## config.mk

```make
export PLATFORM = sky130hd
export DESIGN_NAME = dense1_bn_relu6_requant_flat
export DESIGN_NICKNAME = d
export VERILOG_FILES = /design/src/rtl/dense1_bn_relu6_requant_pkg.sv /design/src/rtl/dense1_bn_relu6_requant_if.sv /design/src/rtl/dense1_mul_round_clamp.sv /design/src/rtl/dense1_bn_relu6_requant.sv /design/src/flat_wrapper.sv
export SDC_FILE = /design/constraint.sdc
export NUM_CORES = 1
export LEC_CHECK = 0
export ABC_AREA = 1
export CORE_UTILIZATION = 57
export CTS_CLUSTER_DIAMETER = 50
export DETAILED_ROUTE_END_ITERATION = 8
export PLACE_DENSITY_LB_ADDON = 0.05
export SLEW_MARGIN = 0
export SYNTH_ARGS = -nofsm -noshare
export SYNTH_HDL_FRONTEND = slang
export SYNTH_SLANG_ARGS = --single-unit
```

## constraint.sdc

```tcl
create_clock -name clk -period 4.45 [get_ports clk]
set_input_delay 1.1125 -clock clk [delete_from_list [all_inputs] [get_ports clk]]
set_output_delay 1.1125 -clock clk [all_outputs]
set_load 0.01 [all_outputs]
```

## src/rtl/dense1_bn_relu6_requant_pkg.sv

```systemverilog
// Shared CNN-engine definitions for the dense-1 BN/ReLU6 requantiser:
// default widths, activation/index types and the neuron counter step.
package dense1_bn_relu6_requant_pkg;

    // Default datapath geometry
    localparam int ACC_W_DEF     = 32;  // signed dense-1 accumulator width
    localparam int SHIFT_DEF     = 12;  // right shift after the scale multiply
    localparam int RELU6_MAX_DEF = 96;  // 6.0 in unsigned Q4.4
    localparam int N_NEURONS_DEF = 128; // neurons per dense-1 output vector

    // Fixed field widths
    localparam int IDX_W   = 7;  // neuron index width
    localparam int ADDR_W  = 8;  // scale ROM address width
    localparam int SCALE_W = 8;  // unsigned per-neuron scale width
    localparam int DATA_W  = 8;  // unsigned activation width

    typedef logic [IDX_W-1:0]  idx_t;
    typedef logic [DATA_W-1:0] act_t;

    // Neuron counter step with wrap from n-1 back to 0
    function automatic idx_t next_idx(input idx_t cur, input int n);
        if (cur == idx_t'(n - 1)) begin
            return '0;
        end
        return cur + 1'b1;
    endfunction

endpackage

```

## src/rtl/dense1_bn_relu6_requant_if.sv

```systemverilog
// Stream and scale-ROM signals of the dense-1 requantiser. The slave
// modport is the block's view; the master modport is the surrounding
// fabric (accumulator source, scale ROM and activation sink).
interface dense1_bn_relu6_requant_if
    import dense1_bn_relu6_requant_pkg::*;
#(
    parameter int ACC_W = ACC_W_DEF
);

    // Accumulator input stream
    logic                    in_valid;
    logic                    in_ready;
    logic signed [ACC_W-1:0] in_acc;

    // Per-neuron scale ROM lookup
    logic [ADDR_W-1:0]       rom_addr;
    logic [SCALE_W-1:0]      rom_data;

    // Activation output stream
    logic                    out_valid;
    logic                    out_ready;
    act_t                    out_data;
    idx_t                    out_idx;
    logic                    out_last;

    modport slave (
        input  in_valid,
        input  in_acc,
        input  rom_data,
        input  out_ready,
        output in_ready,
        output rom_addr,
        output out_valid,
        output out_data,
        output out_idx,
        output out_last
    );

    modport master (
        output in_valid,
        output in_acc,
        output rom_data,
        output out_ready,
        input  in_ready,
        input  rom_addr,
        input  out_valid,
        input  out_data,
        input  out_idx,
        input  out_last
    );

endinterface

```

## src/rtl/dense1_mul_round_clamp.sv

```systemverilog
// Multiply and round/clamp stages of the dense-1 requantiser. Takes the
// captured accumulator/scale pair, forms the full-width signed product,
// rounds half-up, shifts and clamps into the unsigned ReLU6 range. Both
// stages advance together on en; clear empties them.
module dense1_mul_round_clamp
    import dense1_bn_relu6_requant_pkg::*;
#(
    parameter int ACC_W     = ACC_W_DEF,
    parameter int SHIFT     = SHIFT_DEF,
    parameter int RELU6_MAX = RELU6_MAX_DEF
) (
    input  logic                    clk,
    input  logic                    rst_n,
    input  logic                    clear,
    input  logic                    en,
    input  logic                    vld_p0,
    input  logic signed [ACC_W-1:0] acc_p0,
    input  logic [SCALE_W-1:0]      scale_p0,
    input  idx_t                    idx_p0,
    input  logic                    last_p0,
    output logic                    out_valid,
    output act_t                    out_data,
    output idx_t                    out_idx,
    output logic                    out_last
);

    // Product holds ACC_W x (SCALE_W+1) signed bits without truncation
    localparam int PROD_W = ACC_W + SCALE_W + 1;
    localparam logic signed [PROD_W-1:0] ROUND_K = PROD_W'(1) << (SHIFT - 1);
    localparam logic signed [PROD_W-1:0] MAX_EXT = PROD_W'(RELU6_MAX);

    // Half-up rounding: bias by half an LSB of the result, then floor-shift
    function automatic logic signed [PROD_W-1:0] round_half_up(
        input logic signed [PROD_W-1:0] p
    );
        logic signed [PROD_W-1:0] biased;
        biased = p + ROUND_K;
        return biased >>> SHIFT;
    endfunction

    // ReLU6 saturation into the unsigned activation range
    function automatic act_t clamp_relu6(input logic signed [PROD_W-1:0] v);
        if (v[PROD_W-1]) begin
            return '0;
        end
        if (v > MAX_EXT) begin
            return act_t'(RELU6_MAX);
        end
        return v[DATA_W-1:0];
    endfunction

    logic signed [PROD_W-1:0] acc_ext;
    logic signed [PROD_W-1:0] scale_ext;
    logic signed [PROD_W-1:0] product;

    // Scale is unsigned: zero-extend it so the signed multiply treats it as positive
    assign acc_ext   = {{(PROD_W - ACC_W){acc_p0[ACC_W-1]}}, acc_p0};
    assign scale_ext = {{(PROD_W - SCALE_W){1'b0}}, scale_p0};
    assign product   = acc_ext * scale_ext;

    logic signed [PROD_W-1:0] product_p1;
    idx_t                     idx_p1;
    logic                     last_p1;
    logic                     vld_p1;

    logic                     vld_p2;
    act_t                     data_p2;
    idx_t                     idx_p2;
    logic                     last_p2;

    // ---- stage p1: multiply ----
    // Product, index and last flag advance whenever the pipe moves
    always_ff @(posedge clk) begin
        if (en) begin
            product_p1 <= product;
            idx_p1     <= idx_p0;
            last_p1    <= last_p0;
        end
    end

    // Stage p1 valid; clear empties the stage
    always_ff @(posedge clk or negedge rst_n) begin
        if (!rst_n) begin
            vld_p1 <= 1'b0;
        end else if (clear) begin
            vld_p1 <= 1'b0;
        end else if (en) begin
            vld_p1 <= vld_p0;
        end
    end

    // ---- stage p2: round, clamp, output register ----
    // Output fields are zeroed by reset and clear and only reloaded by real words
    always_ff @(posedge clk or negedge rst_n) begin
        if (!rst_n) begin
            vld_p2  <= 1'b0;
            data_p2 <= '0;
            idx_p2  <= '0;
            last_p2 <= 1'b0;
        end else if (clear) begin
            vld_p2  <= 1'b0;
            data_p2 <= '0;
            idx_p2  <= '0;
            last_p2 <= 1'b0;
        end else if (en) begin
            vld_p2 <= vld_p1;
            if (vld_p1) begin
                data_p2 <= clamp_relu6(round_half_up(product_p1));
                idx_p2  <= idx_p1;
                last_p2 <= last_p1;
            end
        end
    end

    assign out_valid = vld_p2;
    assign out_data  = data_p2;
    assign out_idx   = idx_p2;
    assign out_last  = last_p2;

endmodule

```

## src/rtl/dense1_bn_relu6_requant.sv

```systemverilog
// Dense-1 BN + ReLU6 requantiser. Accepts one signed accumulator per
// neuron, looks up the neuron's scale through the external ROM, and emits
// an unsigned Q4.4 activation tagged with its neuron index three cycles
// later. A single stall condition (output held, sink not ready) freezes the
// whole pipe and drops in_ready.
module dense1_bn_relu6_requant
    import dense1_bn_relu6_requant_pkg::*;
#(
    parameter int ACC_W     = ACC_W_DEF,
    parameter int SHIFT     = SHIFT_DEF,
    parameter int RELU6_MAX = RELU6_MAX_DEF,
    parameter int N_NEURONS = N_NEURONS_DEF
) (
    input  logic                            clk,
    input  logic                            rst_n,
    input  logic                            clear,
    dense1_bn_relu6_requant_if.slave        bus
);

    logic                    en;
    logic                    accept;
    idx_t                    idx_cnt;

    logic                    vld_p0;
    logic signed [ACC_W-1:0] acc_p0;
    logic [SCALE_W-1:0]      scale_p0;
    idx_t                    idx_p0;
    logic                    last_p0;

    logic                    out_valid_w;
    act_t                    out_data_w;
    idx_t                    out_idx_w;
    logic                    out_last_w;

    // The pipe moves unless a finished result is waiting on the sink
    assign en       = !(out_valid_w && !bus.out_ready);
    assign accept   = bus.in_valid && en;
    assign bus.in_ready = en;

    // The ROM always looks up the neuron that the next word belongs to
    assign bus.rom_addr = ADDR_W'(idx_cnt);

    // Neuron counter: one step per accepted word, restarted by clear
    always_ff @(posedge clk or negedge rst_n) begin
        if (!rst_n) begin
            idx_cnt <= '0;
        end else if (clear) begin
            idx_cnt <= '0;
        end else if (accept) begin
            idx_cnt <= next_idx(idx_cnt, N_NEURONS);
        end
    end

    // ---- stage p0: capture ----
    // Capture valid; a word arriving together with clear is dropped
    always_ff @(posedge clk or negedge rst_n) begin
        if (!rst_n) begin
            vld_p0 <= 1'b0;
        end else if (clear) begin
            vld_p0 <= 1'b0;
        end else if (en) begin
            vld_p0 <= bus.in_valid;
        end
    end

    // Accumulator, scale, index and last flag latched together on accept
    always_ff @(posedge clk) begin
        if (accept && !clear) begin
            acc_p0   <= bus.in_acc;
            scale_p0 <= bus.rom_data;
            idx_p0   <= idx_cnt;
            last_p0  <= (idx_cnt == idx_t'(N_NEURONS - 1));
        end
    end

    dense1_mul_round_clamp #(
        .ACC_W     (ACC_W),
        .SHIFT     (SHIFT),
        .RELU6_MAX (RELU6_MAX)
    ) u_mul_round_clamp (
        .clk       (clk),
        .rst_n     (rst_n),
        .clear     (clear),
        .en        (en),
        .vld_p0    (vld_p0),
        .acc_p0    (acc_p0),
        .scale_p0  (scale_p0),
        .idx_p0    (idx_p0),
        .last_p0   (last_p0),
        .out_valid (out_valid_w),
        .out_data  (out_data_w),
        .out_idx   (out_idx_w),
        .out_last  (out_last_w)
    );

    assign bus.out_valid = out_valid_w;
    assign bus.out_data  = out_data_w;
    assign bus.out_idx   = out_idx_w;
    assign bus.out_last  = out_last_w;

endmodule

```

## src/flat_wrapper.sv

```systemverilog
// flat-port wrapper written by rule: the top's interface ports become plain ports
module dense1_bn_relu6_requant_flat import dense1_bn_relu6_requant_pkg::*;
#(
    parameter int ACC_W     = ACC_W_DEF,
    parameter int SHIFT     = SHIFT_DEF,
    parameter int RELU6_MAX = RELU6_MAX_DEF,
    parameter int N_NEURONS = N_NEURONS_DEF
)
  (clk, rst_n, clear, bus_in_valid, bus_in_acc, bus_rom_data, bus_out_ready, bus_in_ready, bus_rom_addr, bus_out_valid, bus_out_data, bus_out_idx, bus_out_last);
  dense1_bn_relu6_requant_if #(.ACC_W(ACC_W)) bus_i ();
  input  logic clk;
  input  logic rst_n;
  input  logic clear;
  input wire logic [$bits(bus_i.in_valid)-1:0] bus_in_valid;
  input wire logic [$bits(bus_i.in_acc)-1:0] bus_in_acc;
  input wire logic [$bits(bus_i.rom_data)-1:0] bus_rom_data;
  input wire logic [$bits(bus_i.out_ready)-1:0] bus_out_ready;
  output wire logic [$bits(bus_i.in_ready)-1:0] bus_in_ready;
  output wire logic [$bits(bus_i.rom_addr)-1:0] bus_rom_addr;
  output wire logic [$bits(bus_i.out_valid)-1:0] bus_out_valid;
  output wire logic [$bits(bus_i.out_data)-1:0] bus_out_data;
  output wire logic [$bits(bus_i.out_idx)-1:0] bus_out_idx;
  output wire logic [$bits(bus_i.out_last)-1:0] bus_out_last;
  assign bus_i.in_valid = bus_in_valid;
  assign bus_i.in_acc = bus_in_acc;
  assign bus_i.rom_data = bus_rom_data;
  assign bus_i.out_ready = bus_out_ready;
  assign bus_in_ready = bus_i.in_ready;
  assign bus_rom_addr = bus_i.rom_addr;
  assign bus_out_valid = bus_i.out_valid;
  assign bus_out_data = bus_i.out_data;
  assign bus_out_idx = bus_i.out_idx;
  assign bus_out_last = bus_i.out_last;
  dense1_bn_relu6_requant #(.ACC_W(ACC_W), .SHIFT(SHIFT), .RELU6_MAX(RELU6_MAX), .N_NEURONS(N_NEURONS)) u_core (.clk(clk), .rst_n(rst_n), .clear(clear), .bus(bus_i));
endmodule
```

=== Word level (Yosys, flattened, before mapping) ===
Cells that the tools add are included.

* Output and inout port bits: 26
* Flip-flop bits (word level): 123
* Bits of input ports: 45
* Word-level logic and storage cells: 64

* Mux-type cells: 35
* Multipliers: 1
* Add/sub/neg operators: 2
* Reductions and logical operators: 9
* Equality and inequality tests: 2
* Order comparisons: 1

{| class="wikitable"
|+ Operators with widths
! kind !! count
|-
| 2-to-1 mux 8 bit || 7
|-
| 2-to-1 mux 7 bit || 7
|-
| adder 41 x 13 -> 41 bit (second input constant) || 1
|-
| multiplier 32 x 9 -> 41 bit || 1
|-
| > comparator 29 x 8 -> 1 bit (second input constant) || 1
|-
| 2-to-1 mux 1 bit || 21
|-
| adder 7 x 1 -> 7 bit (second input constant) || 1
|-
| equality test 7 bit (second input constant) || 1
|-
| nonzero test 2 bit || 2
|-
| logical AND 1 bit || 3
|-
| logical NOT 1 bit || 3
|-
| != test 2 bit (second input constant) || 1
|-
| AND reduction 2 bit || 1
|}

=== Depth between registers and ports, before layout ===
Gate-level depths: netlist of run 1.

* Depth after elaboration: 14
* Mapped depth: 21
* Gate-level depth less buffers: 20

=== Cells and area by module ===
A second synthesis of run 1 with hierarchy kept.

* Cells, all modules: 1797
* Area, all modules: 14233.7 µm²

{| class="wikitable"
|+ Modules (own cells, without submodules)
! module !! area each (µm²) !! times used !! cells an instance !! sequential area each (µm²)
|-
| dense1_mul_round_clamp || 12308.1 || 1 || 1686 || 1591.5
|-
| dense1_bn_relu6_requant || 1925.6 || 1 || 111 || 1641.6
|}

=== Least setup slack after synthesis of run 1 ===
OpenSTA, ideal clock, no wires.

* Path type: input to register
* Start point: in bus_out_ready
* End point: reg u_core.idx_cnt[0]
* Buffers on the path: 0
* Required time: 4357 ps
* Setup time: 93 ps
* Setup slack: -688 ps
* Cell stages on the path: 6
* Arrival time: 5045 ps
* Cells stage by stage: nor2_1 inv_1 nand2_1 nor2_1 nand2_1 o21ai_0

* Cells in the longest elaborated chain, start to end: 5

{| class="wikitable"
|+ Ends and longest elaborated chain
! what !! RTL line !! source
|-
| from (decl) || flat_wrapper.sv:17 || <nowiki>input wire logic [$bits(bus_i.out_ready)-1:0] bus_out_ready;</nowiki>
|-
| logical NOT 1 bit || dense1_bn_relu6_requant.sv:36 || <nowiki>assign en = !(out_valid_w && !bus.out_ready);</nowiki>
|-
| logical AND 1 bit || dense1_bn_relu6_requant.sv:36 ||
|-
| logical NOT 1 bit || dense1_bn_relu6_requant.sv:36 ||
|-
| net bus_in_ready || flat_wrapper.sv:18 || <nowiki>output wire logic [$bits(bus_i.in_ready)-1:0] bus_in_ready;</nowiki>
|-
| logical AND 1 bit || dense1_bn_relu6_requant.sv:37 || <nowiki>assign accept = bus.in_valid && en;</nowiki>
|-
| nonzero test 2 bit (no source line) || -- ||
|-
| to (signal assigned) || dense1_bn_relu6_requant.sv:50 || <nowiki>idx_cnt <= next_idx(idx_cnt, N_NEURONS);</nowiki>
|-
| to (decl) || dense1_bn_relu6_requant.sv:22 || <nowiki>idx_t idx_cnt;</nowiki>
|}

The timed path passes the listed nets, and every way through them passes these cells.
A chain may end at the register's enable or synchronous reset.

=== Final worst setup path of run 1 ===
* Start point: reg u_core.scale_p0[0]
* End point: reg u_core.u_mul_round_clamp.product_p1[31], data pin

* Cells in the longest elaborated chain, start to end: 1

{| class="wikitable"
|+ Ends and longest elaborated chain
! what !! RTL line !! source
|-
| from (decl) || dense1_bn_relu6_requant.sv:26 || <nowiki>logic [SCALE_W-1:0] scale_p0;</nowiki>
|-
| from (signal assigned) || dense1_bn_relu6_requant.sv:70 || <nowiki>scale_p0 <= bus.rom_data;</nowiki>
|-
| multiplier 32 x 9 -> 41 bit || dense1_mul_round_clamp.sv:59 || <nowiki>assign product = acc_ext * scale_ext;</nowiki>
|-
| net u_core.u_mul_round_clamp.product[31] || dense1_mul_round_clamp.sv:54 || <nowiki>logic signed [PROD_W-1:0] product;</nowiki>
|-
| to (signal assigned) || dense1_mul_round_clamp.sv:75 || <nowiki>product_p1 <= product;</nowiki>
|-
| to (decl) || dense1_mul_round_clamp.sv:61 || <nowiki>logic signed [PROD_W-1:0] product_p1;</nowiki>
|}

The timed path passes the listed nets, and every way through them passes these cells.

==> run_results.csv, run 1 <==
group,metric,value,unit
status,status,"complete, but fails checks",
status,violations,"setup timing",
pwr,p_int,5.91,mW
synth,netlist.area_leader.share,28.3,%
timing,timing.setup.tns,-4680,ps
routing,vias_per_cell,5.10,
timing,drv_slew,0,
synth,yosysSeqAreaShare,23.2,%
pwr,power.density,606,mW/mm^2
clocking,clock_path_buffers,2,
pwr,p_comb_share,76.2,%
routing,drc_errors,0,
global_route,grt_pass1_vias,11800,
clocking,clk_latency,370,ps
global_route,grt_max_degree,52,
floorplan,ios,71,
floorplan,dieArea,0.0251,mm^2
clocking,root_buffer,"clkbuf_16",
clocking,cts_tree,"built",
cells_and_area,final_common_cell,"inv_1",
worst_setup_path,r2r_start,"u_core.scale_p0[0]",
synth,synth_top_cell_by_area,"fa_1",
hold_path,min-delay-start,"u_core.idx_p0[6]",
hold_path,hold_class,"reg2reg",
routing,drt_iter0_drc,874,
cells_and_area,area_delta_synth_final,30.6,%
timing,fin_crit_sh,106,%
cells_and_area,post-route-util,76.7,%
global_route,antenna_found_initial,0,
synth,syn_nets,2044,
routing,wl_per_cell,15.5,um
worst_setup_path,path_common_cell,"fa_1",
timing,fmax,212,MHz
placed_design,place_inst,2238,
synth,synth_area_leaders,"fa_1 (28%), edfxtp_1 (19%), inv_1 (12%), nand2_1 (12%), ha_1 (7.2%)",
clocking,ctsHoldBuffers,0,
floorplan,core-area,0.0238,mm^2
synth,syn_avg_cell_area,8.10,um^2
placed_design,io_buffer_count,69,
timing,rsz0062_at_grt,"true",
worst_setup_path,cpPeakStageDelay,570,ps
synth,yosys.cell_types.count,47,
floorplan,num_rows,56,
worst_setup_path,crit_path_top_delay_cell,"fa_1",
worst_setup_path,r2r-end,"u_core.u_mul_round_clamp.product_p1[31]",
floorplan,fp.dieH,158,um
worst_setup_path,reg2regPathDepth,20,
routing,first_pass_iters,7,
routing,antenna_left,0,
worst_setup_path,endpoint_kind,"flop",
cells_and_area,mostFrequentLayoutCells,"inv_1 (430), nand2_1 (412), buf_4 (195)",
timing,fin_ws,-261,ps
cells_and_area,design_area,0.0182,mm^2
worst_setup_path,arrival,4840,ps
worst_setup_path,cp-start-kind,"flop",
routing,dr_total_vias,11700,
synth,synth-seq-cells,112,
pwr,ir_drop,0.000352,V
worst_setup_path,cp_data_required_time,4580,ps
cells_and_area,nets,2294,
clocking,cts_buffers,9,
hold_path,hold_end,"u_core.u_mul_round_clamp.idx_p1[6]",
run,maxCapViolations,0,
placed_design,place_area,0.0164,mm^2
clocking,h-tree-depth,3,
global_route,grt_use_total,28.6,%
placed_design,dpl.hpwl,25600,um
timing,max_slew_margin,23.1,%
floorplan,fp.dieW,158,um
worst_setup_path,crit_buf_inv,7,
pwr,pwr-share-clk,8.1,%
global_route,grt_pass1_wl,55700,um
cells_and_area,num-fill-cells,1625,
pwr,seqPwrFrac,15.7,%
worst_setup_path,critical_path_class,"reg2reg",
pwr,net-switching-power,5.13,mW
cells_and_area,drive_above_1_share,23.8,%
timing,worstMarginPinSlew,1150,ps
synth,yosys_warnings,0,
cells_and_area,antenna_cells,0,
timing,clock_skew,11.3,ps
placed_design,gp_congestion,0.912,
synth,syn_area,0.0139,mm^2
clocking,path_clk_slew,100,ps
timing,min_period,4710,ps
hold_path,worstHoldPathCells,0,
cells_and_area,stdcell_count,2296,
worst_setup_path,crit_chain,"buf_4 > clkbuf_16 > nand2_1 > fa_1 > inv_1 > fa_1 > fa_1 > inv_2 > fa_1 > inv_2 > ha_4 > buf_6 > nand2_2 > o21ai_0 > o21bai_2 > a21o_1 > buf_4 > nand3_1 > nand2_1 > xor2_1",
pwr,p_leak,9.67,nW
worst_setup_path,ff2ff_setup_slack,-260,ps
global_route,overflow,0,
floorplan,start_util,58.7,%
pwr,switching_share,46.4,%
timing,setup_viol,25,
worst_setup_path,cpLargestDelayFamily,"adder cells",
timing,hold_viol,0,
worst_setup_path,crit_fanout,7,
routing,wirelength,35700,um
clocking,clock-sinks,112,
synth,postSynthCellCount,1722,
[area by class of cell]
class	count	area [um^2]	area share [%]
Sequential cell	112	3230	17.7
Multi-Input combinational cell	1095	9900	54.4
Tap cell	319	399	2.19
Clock inverter	7	98.8	0.543
Inverter	458	1720	9.44
Timing Repair Buffer	296	2640	14.5
Clock buffer	9	225	1.24
[state kept, by name (all words and copies together) (netlist names), 7 cells and up]
register and flops:
u_core.u_mul_round_clamp.idx_p1 7, u_core.idx_cnt 7, u_core.u_mul_round_clamp.out_data 8, u_core.u_mul_round_clamp.product_p1 30
u_core.scale_p0 8, u_core.idx_p0 7, u_core.acc_p0 32, u_core.u_mul_round_clamp.out_idx 7
[cell families after synthesis]
| kind of cell | Yosys count | share of synthesized area, % |
|---|---|---|
| AO/OA/AOI/OAI | 121 | 5.19 |
| XOR/XNOR | 42 | 2.64 |
| adder cells (fa/ha/maj) | 277 | 35.5 |
| buffers and inverters | 515 | 14.1 |
| flip-flops | 112 | 23.2 |
| other | 1 | 0.0269 |
| AND/OR/NAND/NOR | 654 | 19.4 |
[synth_stat cells, drive strengths merged]
library cell,number
nand2,465
inv,458
fa,197
nor2,105
edfxtp,86
ha,80
clkbuf,55
a21oi,45
nand3,42
o21ai,32
xor2,28
dfrtp,26
nand4,16
nor3,15
xnor2,14
a21o,8
a22o,8
o21bai,7
a31oi,5
o21a,5
nand3b,4
nor4,3
a211oi,2
a21boi,2
and2,2
buf,2
o22ai,2
a22oi,1
a311oi,1
a31o,1
a32o,1
and3,1
conb,1
o221ai,1
or2,1
[timing repair]
action | in CTS | in global routing
endpoints found under the setup margin | 25 | 30
gates resized for setup | 154 | 112
setup buffers | 15 | 23
gates cloned | 1 | 6
pin swaps | 40 | 93
[metal layers]
layer	share of wire, %	vias to the layer above	track usage [%]
li1	-	5601	-
met1	42	5685	37.7
met2	50	378	50.0
met3	6.1	52	3.59
met4	1.6	0	6.91
met5	0	-	0
[through the flow]
step / total power, mW / hold WS, ps / setup WS [ps]
after global routing: 11.8 / 435 / -445
after floorplan: 5.25 / 400 / 13.0
after CTS: 9.90 / 426 / -188
after detailed placement: 7.85 / 405 / -542
final: 11.0 / 425 / -261
after global placement: 7.80 / 401 / -479
[worst max path at each step]
stage,start,to,slack [ps],depth (start not counted)
2_1_floorplan,u_core.scale_p0[5],u_core.u_mul_round_clamp.product_p1[37],10,19
3_5_place_dp,u_core.scale_p0[2],u_core.u_mul_round_clamp.product_p1[39],-540,20
3_3_place_gp,u_core.scale_p0[2],u_core.u_mul_round_clamp.product_p1[39],-480,20
4_1_cts,u_core.scale_p0[2],u_core.u_mul_round_clamp.product_p1[39],-190,18
6_report,u_core.scale_p0[0],u_core.u_mul_round_clamp.product_p1[31],-260,20
5_1_grt,u_core.scale_p0[3],u_core.u_mul_round_clamp.product_p1[33],-450,20
[power by group through the flow]
stage	registers [mW]	clock network, mW	logic [mW]
after global placement	1.74	0	6.06
after global routing	1.75	0.940	9.13
after CTS	1.72	0.907	7.27
after detailed placement	1.75	0	6.11
after floorplan	1.65	0	3.59
final	1.73	0.893	8.42
Note: power is estimated with default switching activity, not from simulation.
==> run 2, diff against run 1 <==
Settings changed: CORE_UTILIZATION 57 to 49, GPL_TIMING_DRIVEN from default to 0.
==> run_results.csv, run 2 (synthesis results as in run 1) <==
group,metric,value,unit
global_route,grt_pass1_vias,11700,
floorplan,fp.dieH,171,um
clocking,clk_latency,390,ps
clocking,ctsHoldBuffers,0,
cells_and_area,final_common_cell,"inv_1",
timing,rsz0062_at_grt,"true",
floorplan,ios,71,
routing,drt_iter0_drc,565,
timing,worstMarginPinSlew,822,ps
floorplan,num_rows,61,
cells_and_area,mostFrequentLayoutCells,"inv_1 (422), nand2_1 (409), fa_1 (189)",
global_route,grt_use_total,26.7,%
timing,clock_skew,17.2,ps
cells_and_area,largest-register,"u_core.acc_p0",
pwr,p_leak,9.43,nW
clocking,clock-sinks,112,
routing,first_pass_iters,5,
timing,timing.setup.tns,-4180,ps
placed_design,pre_cts_slack,-1300,ps
cells_and_area,drive_above_1_share,21.9,%
timing,min_period,4760,ps
cells_and_area,reg.largest.list,"u_core.acc_p0 x32, u_core.u_mul_round_clamp.product_p1 x30",
routing,antenna_left,0,
routing,vias_per_cell,4.98,
worst_setup_path,cpLargestDelayFamily,"adder cells",
cells_and_area,num-fill-cells,2354,
hold_path,worstHoldPathCells,0,
clocking,cts_tree,"built",
worst_setup_path,cp_data_required_time,4670,ps
worst_setup_path,crit_chain,"buf_6 > buf_8 > buf_12 > nand2_4 > inv_2 > fa_2 > buf_4 > buf_12 > fa_1 > inv_1 > fa_1 > fa_1 > inv_1 > ha_4 > inv_1 > nor3_1 > nand2_1 > nor2_1 > a311oi_1 > nand2_1 > xor2_1",
placed_design,dpl.hpwl,28200,um
clocking,root_buffer,"clkbuf_16",
pwr,ir_drop,0.000370,V
status,violations,"setup timing",
timing,fin_crit_sh,107,%
cells_and_area,nets,2224,
worst_setup_path,worst-path-stages,21,
placed_design,io_buffer_count,69,
clocking,path_clk_slew,90,ps
cells_and_area,antenna_cells,0,
global_route,use_met1,33.9,%
global_route,gr-max-usage-layer,"met2",
floorplan,core-area,0.0279,mm^2
global_route,grt_max_degree,43,
floorplan,fp.dieW,171,um
routing,wl_per_cell,16.3,um
worst_setup_path,reg2regPathDepth,21,
worst_setup_path,endpoint_kind,"flop",
clocking,h-tree-depth,3,
cells_and_area,area_delta_synth_final,28.6,%
global_route,grt_pass1_wl,58900,um
worst_setup_path,crit_fanout,7,
routing,drc_errors,0,
global_route,overflow,0,
global_route,use_met2,44.6,%
worst_setup_path,cp-start-kind,"flop",
worst_setup_path,cpPeakStageDelay,540,ps
status,status,"complete, but fails checks",
timing,max_slew_margin,45.1,%
clocking,cts_buffers,9,
pwr,power.density,569,mW/mm^2
cells_and_area,largest_reg_flops,32,
worst_setup_path,critical_path_class,"reg2reg",
worst_setup_path,crit_buf_inv,9,
global_route,grtUsageMet3,4.77,%
timing,hold_viol,0,
timing,fmax,210,MHz
clocking,clock_path_buffers,2,
placed_design,gp_congestion,0.933,
floorplan,start_util,50.1,%
timing,drv_slew,0,
timing,setup_viol,24,
routing,wirelength,37200,um
run,maxCapViolations,0,
timing,fin_ws,-313,ps
hold_path,hold_class,"reg2reg",
routing,dr_total_vias,11400,
floorplan,dieArea,0.0291,mm^2
worst_setup_path,arrival,4990,ps
global_route,antenna_found_initial,0,
worst_setup_path,crit_path_top_delay_cell,"fa_1",
[run 2: cell types whose count changed in the layout (fill, tap and decap cells not counted), moves of 6 or more]
cell      delta
inv_1        -8
clkbuf_8     +6
o21ai_2      +8
inv_2        +7
buf_4      -121
clkbuf_2    +27
nor2_1       +7
nor2_2       -7
o21ai_1      -7
nand2_4      +6
buf_8        +6
[run 2: worst reg2reg max path, delay by kind of cell, from the launching register on]
kind	cells	cell delay, ps
adder cells (fa/ha/maj)	5	2300
buffers and inverters	9	940
AND/OR/NAND/NOR	5	730
flip-flops	1	380
XOR/XNOR	1	190
AO/OA/AOI/OAI	1	70
[run 2: metrics by stage]
| stage | std cells | cell area (um^2) | hold WS (ps) | util, % | power (mW) |
|---|---|---|---|---|---|
| floorplan | 1722 | 14000 | 400 | - | 5.25 |
| global placement | 2169 | 15200 | 401 | 54.5 | 6.52 |
| detailed placement | 2170 | 15200 | 405 | 54.6 | 6.56 |
| CTS | 2263 | 17200 | 427 | 61.9 | 9.32 |
| global route | 2285 | 17900 | 436 | 64.4 | 11.0 |
| finish | 2285 | 17900 | 424 | 64.4 | 10.2 |
[run 2: layer usage]
metal	routed length (um)	up-vias	part of all wire [%]
li1	-	5458	-
met1	16000	5547	43
met2	17700	281	48
met3	2000	87	5.4
met4	1490	0	4.0
met5	0	-	0
[run 2: path summary, 6_finish.rpt]
check                              startpoint                                      end  slack, ps
max                        u_core.scale_p0[0]  u_core.u_mul_round_clamp.product_p1[37]       -310
min                          u_core.idx_p0[1]       u_core.u_mul_round_clamp.idx_p1[1]        420
max reg2reg                u_core.scale_p0[0]  u_core.u_mul_round_clamp.product_p1[37]       -310
min reg2reg                  u_core.idx_p0[1]       u_core.u_mul_round_clamp.idx_p1[1]        420
max in group asynchronous               rst_n                        u_core.idx_cnt[1]       3310
min in group asynchronous               rst_n     u_core.u_mul_round_clamp.out_data[2]        730
[run 2: layout make-up]
| cell class | count | area [um^2] | share of cell area, % |
|---|---|---|---|
| Buffer | 52 | 447 | 2.49 |
| Clock buffer | 9 | 225 | 1.26 |
| Clock inverter | 7 | 91.3 | 0.509 |
| Inverter | 458 | 1720 | 9.60 |
| Multi-Input combinational cell | 1095 | 10000 | 55.9 |
| Sequential cell | 112 | 3230 | 18.0 |
| Tap cell | 378 | 473 | 2.64 |
| Timing Repair Buffer | 174 | 1720 | 9.61 |
[run 2: repair_timing]
item | 4_1_cts | 5_1_grt
buffers inserted | 76 | 26
pin swaps | 134 | 75
resized for setup | 249 | 127
cloned | 2 | 3
endpoints found under the setup margin | 30 | 30
[run 2: power by group]
group	switching, mW	internal, mW	total (mW)	leakage (nW)
registers	0.194	1.51	1.70	1.21
clock network	0.465	0.408	0.873	0.152
logic	4.28	3.35	7.62	8.06
==> run 3, diff against run 2 <==
Settings changed: DONT_BUFFER_PORTS from default to 1.
==> run_results.csv, run 3 (synthesis results as in run 1) <==
group,metric,value,unit
cells_and_area,reg.largest.list,"u_core.acc_p0 x32, u_core.u_mul_round_clamp.product_p1 x30",
pwr,net-switching-power,5.06,mW
routing,antenna_left,0,
floorplan,dieArea,0.0291,mm^2
timing,min_period,4790,ps
timing,rsz0062_at_grt,"true",
worst_setup_path,arrival,4950,ps
routing,wirelength,37400,um
cells_and_area,nets,2158,
status,violations,"setup timing",
pwr,seqPwrFrac,16.6,%
worst_setup_path,reg2regPathDepth,21,
cells_and_area,antenna_cells,0,
worst_setup_path,r2r-end,"u_core.u_mul_round_clamp.product_p1[39]",
clocking,root_buffer,"clkbuf_16",
worst_setup_path,cp-start-kind,"flop",
placed_design,gp_congestion,0.943,
clocking,cts_tree,"built",
global_route,grt_pass1_wl,58900,um
pwr,pwr-share-clk,8.6,%
timing,max_slew_margin,41.0,%
placed_design,io_buffer_count,0,
timing,drv_slew,0,
floorplan,start_util,50.1,%
run,maxCapViolations,0,
timing,setup_viol,25,
timing,fin_crit_sh,108,%
floorplan,fp.dieH,171,um
timing,hold_viol,0,
timing,fin_ws,-345,ps
worst_setup_path,cp_data_required_time,4610,ps
cells_and_area,largest_reg_flops,32,
worst_setup_path,r2r_start,"u_core.scale_p0[5]",
worst_setup_path,crit_fanout,10,
routing,wl_per_cell,16.8,um
routing,vias_per_cell,5.03,
cells_and_area,final_common_cell,"inv_1",
global_route,overflow,0,
cells_and_area,stdcell_count,2219,
routing,first_pass_iters,5,
floorplan,num_rows,61,
floorplan,ios,71,
timing,fmax,209,MHz
pwr,ir_drop,0.000334,V
cells_and_area,drive_above_1_share,22.6,%
clocking,h-tree-depth,3,
routing,drt_iter0_drc,717,
floorplan,fp.dieW,171,um
pwr,power.total,10.3,mW
global_route,grt_use_total,26.8,%
worst_setup_path,ff2ff_setup_slack,-340,ps
cells_and_area,mostFrequentLayoutCells,"inv_1 (424), nand2_1 (413), fa_1 (191)",
clocking,ctsHoldBuffers,0,
cells_and_area,area_delta_synth_final,23.1,%
status,status,"complete, but fails checks",
routing,drc_errors,0,
clocking,clock_path_buffers,2,
global_route,grt_pass1_vias,11400,
pwr,p_int,5.23,mW
global_route,antenna_found_initial,0,
floorplan,core-area,0.0279,mm^2
cells_and_area,largest-register,"u_core.acc_p0",
placed_design,place_area,0.0145,mm^2
clocking,path_clk_slew,90,ps
routing,dr_total_vias,11200,
clocking,cts_buffers,9,
pwr,p_leak,9.13,nW
global_route,grt_max_degree,43,
timing,worstMarginPinSlew,884,ps
pwr,switching_share,49.2,%
placed_design,dpl.hpwl,28100,um
timing,clock_skew,16.7,ps
clocking,clock-sinks,112,
pwr,power.density,599,mW/mm^2
placed_design,pre_cts_slack,-1180,ps
timing,timing.setup.tns,-4780,ps
cells_and_area,design_area,0.0172,mm^2
hold_path,hold_class,"in2async",
placed_design,place_inst,2101,
worst_setup_path,endpoint_kind,"flop",
pwr,p_comb_share,74.8,%
worst_setup_path,critical_path_class,"reg2reg",
clocking,clk_latency,390,ps
[run 3: cell count changes in the layout (fill, tap and decap cells not counted), moves of 4 or more]
| cell | delta |
|---|---|
| clkbuf_16 | -4 |
| buf_4 | +15 |
| nand2_1 | +4 |
| clkdlybuf4s50_1 | -68 |
| a21oi_4 | +8 |
| ha_4 | -4 |
| a21oi_2 | -6 |
| buf_6 | -10 |
| o21ai_2 | +5 |
[run 3: stage by stage]
| stage | util, % | hold slack (ps) |
|---|---|---|
| 4_1_cts | 59.0 | 382 |
| 6_report | 61.6 | 400 |
| 3_3_place_gp | 52.1 | 402 |
| 5_1_grt | 61.6 | 382 |
| 3_5_place_dp | 52.1 | 411 |
| 2_1_floorplan | - | 400 |
[run 3: final cells by class]
class | instances | area, um^2
sequential | 112 | 3230
clock buffer | 9 | 225
fill | 2382 | 10700
clock inverter | 7 | 93.8
multi-input combinational | 1095 | 10000
inverter | 458 | 1720
buffer | 50 | 419
tap | 378 | 473
timing repair buffer | 110 | 982
[run 3: critical path: stages (launching register included)]
cell and delay, ps:
edfxtp_1 450, buf_4 170, buf_6 110, clkbuf_16 160, nand2_1 60, inv_1 60
fa_1 570, fa_1 460, fa_1 540, inv_1 50, fa_1 520, inv_1 60
ha_4 310, nand2_1 110, nor2_2 180, inv_1 100, nor2_2 120, inv_1 80
nor3_2 150, nand4_1 130, nand3_2 120, xor2_1 60
[run 3: power by group through the flow]
stage / Combinational [mW] / Sequential (mW) / Clock (mW)
finish: 7.69 / 1.71 / 0.889
global route: 8.34 / 1.74 / 0.943
CTS: 6.52 / 1.71 / 0.917
detailed placement: 4.77 / 1.73 / 0
global placement: 4.74 / 1.73 / 0
floorplan: 3.59 / 1.65 / 0
[run 3: timing repair]
action                                  CTS  global route
resized for setup                       243           136
setup buffers                            61            46
pin swaps                                56           146
gates cloned                              4             0
endpoints found under the setup margin   30            29
[run 3: worst max path at each step]
stage,startpoint,to,cells after the start
2_1_floorplan,u_core.scale_p0[5],u_core.u_mul_round_clamp.product_p1[37],19
3_3_place_gp,bus_out_ready,u_core.idx_cnt[2],6
3_5_place_dp,u_core.scale_p0[2],u_core.u_mul_round_clamp.product_p1[37],17
4_1_cts,u_core.scale_p0[5],u_core.u_mul_round_clamp.product_p1[32],20
5_1_grt,u_core.scale_p0[2],u_core.u_mul_round_clamp.product_p1[37],21
6_report,u_core.scale_p0[5],u_core.u_mul_round_clamp.product_p1[39],21
[run 3: metal layers]
metal  vias to the layer above  part of all wire, %  wire, um  track usage (%)
met5                         -                    0         0                0
met4                         0                  2.7      1020             9.17
met3                        70                  5.1      1900             3.77
met2                       315                   48     18100             44.2
met1                      5455                   44     16300             36.1
li1                       5323                    -         -                -
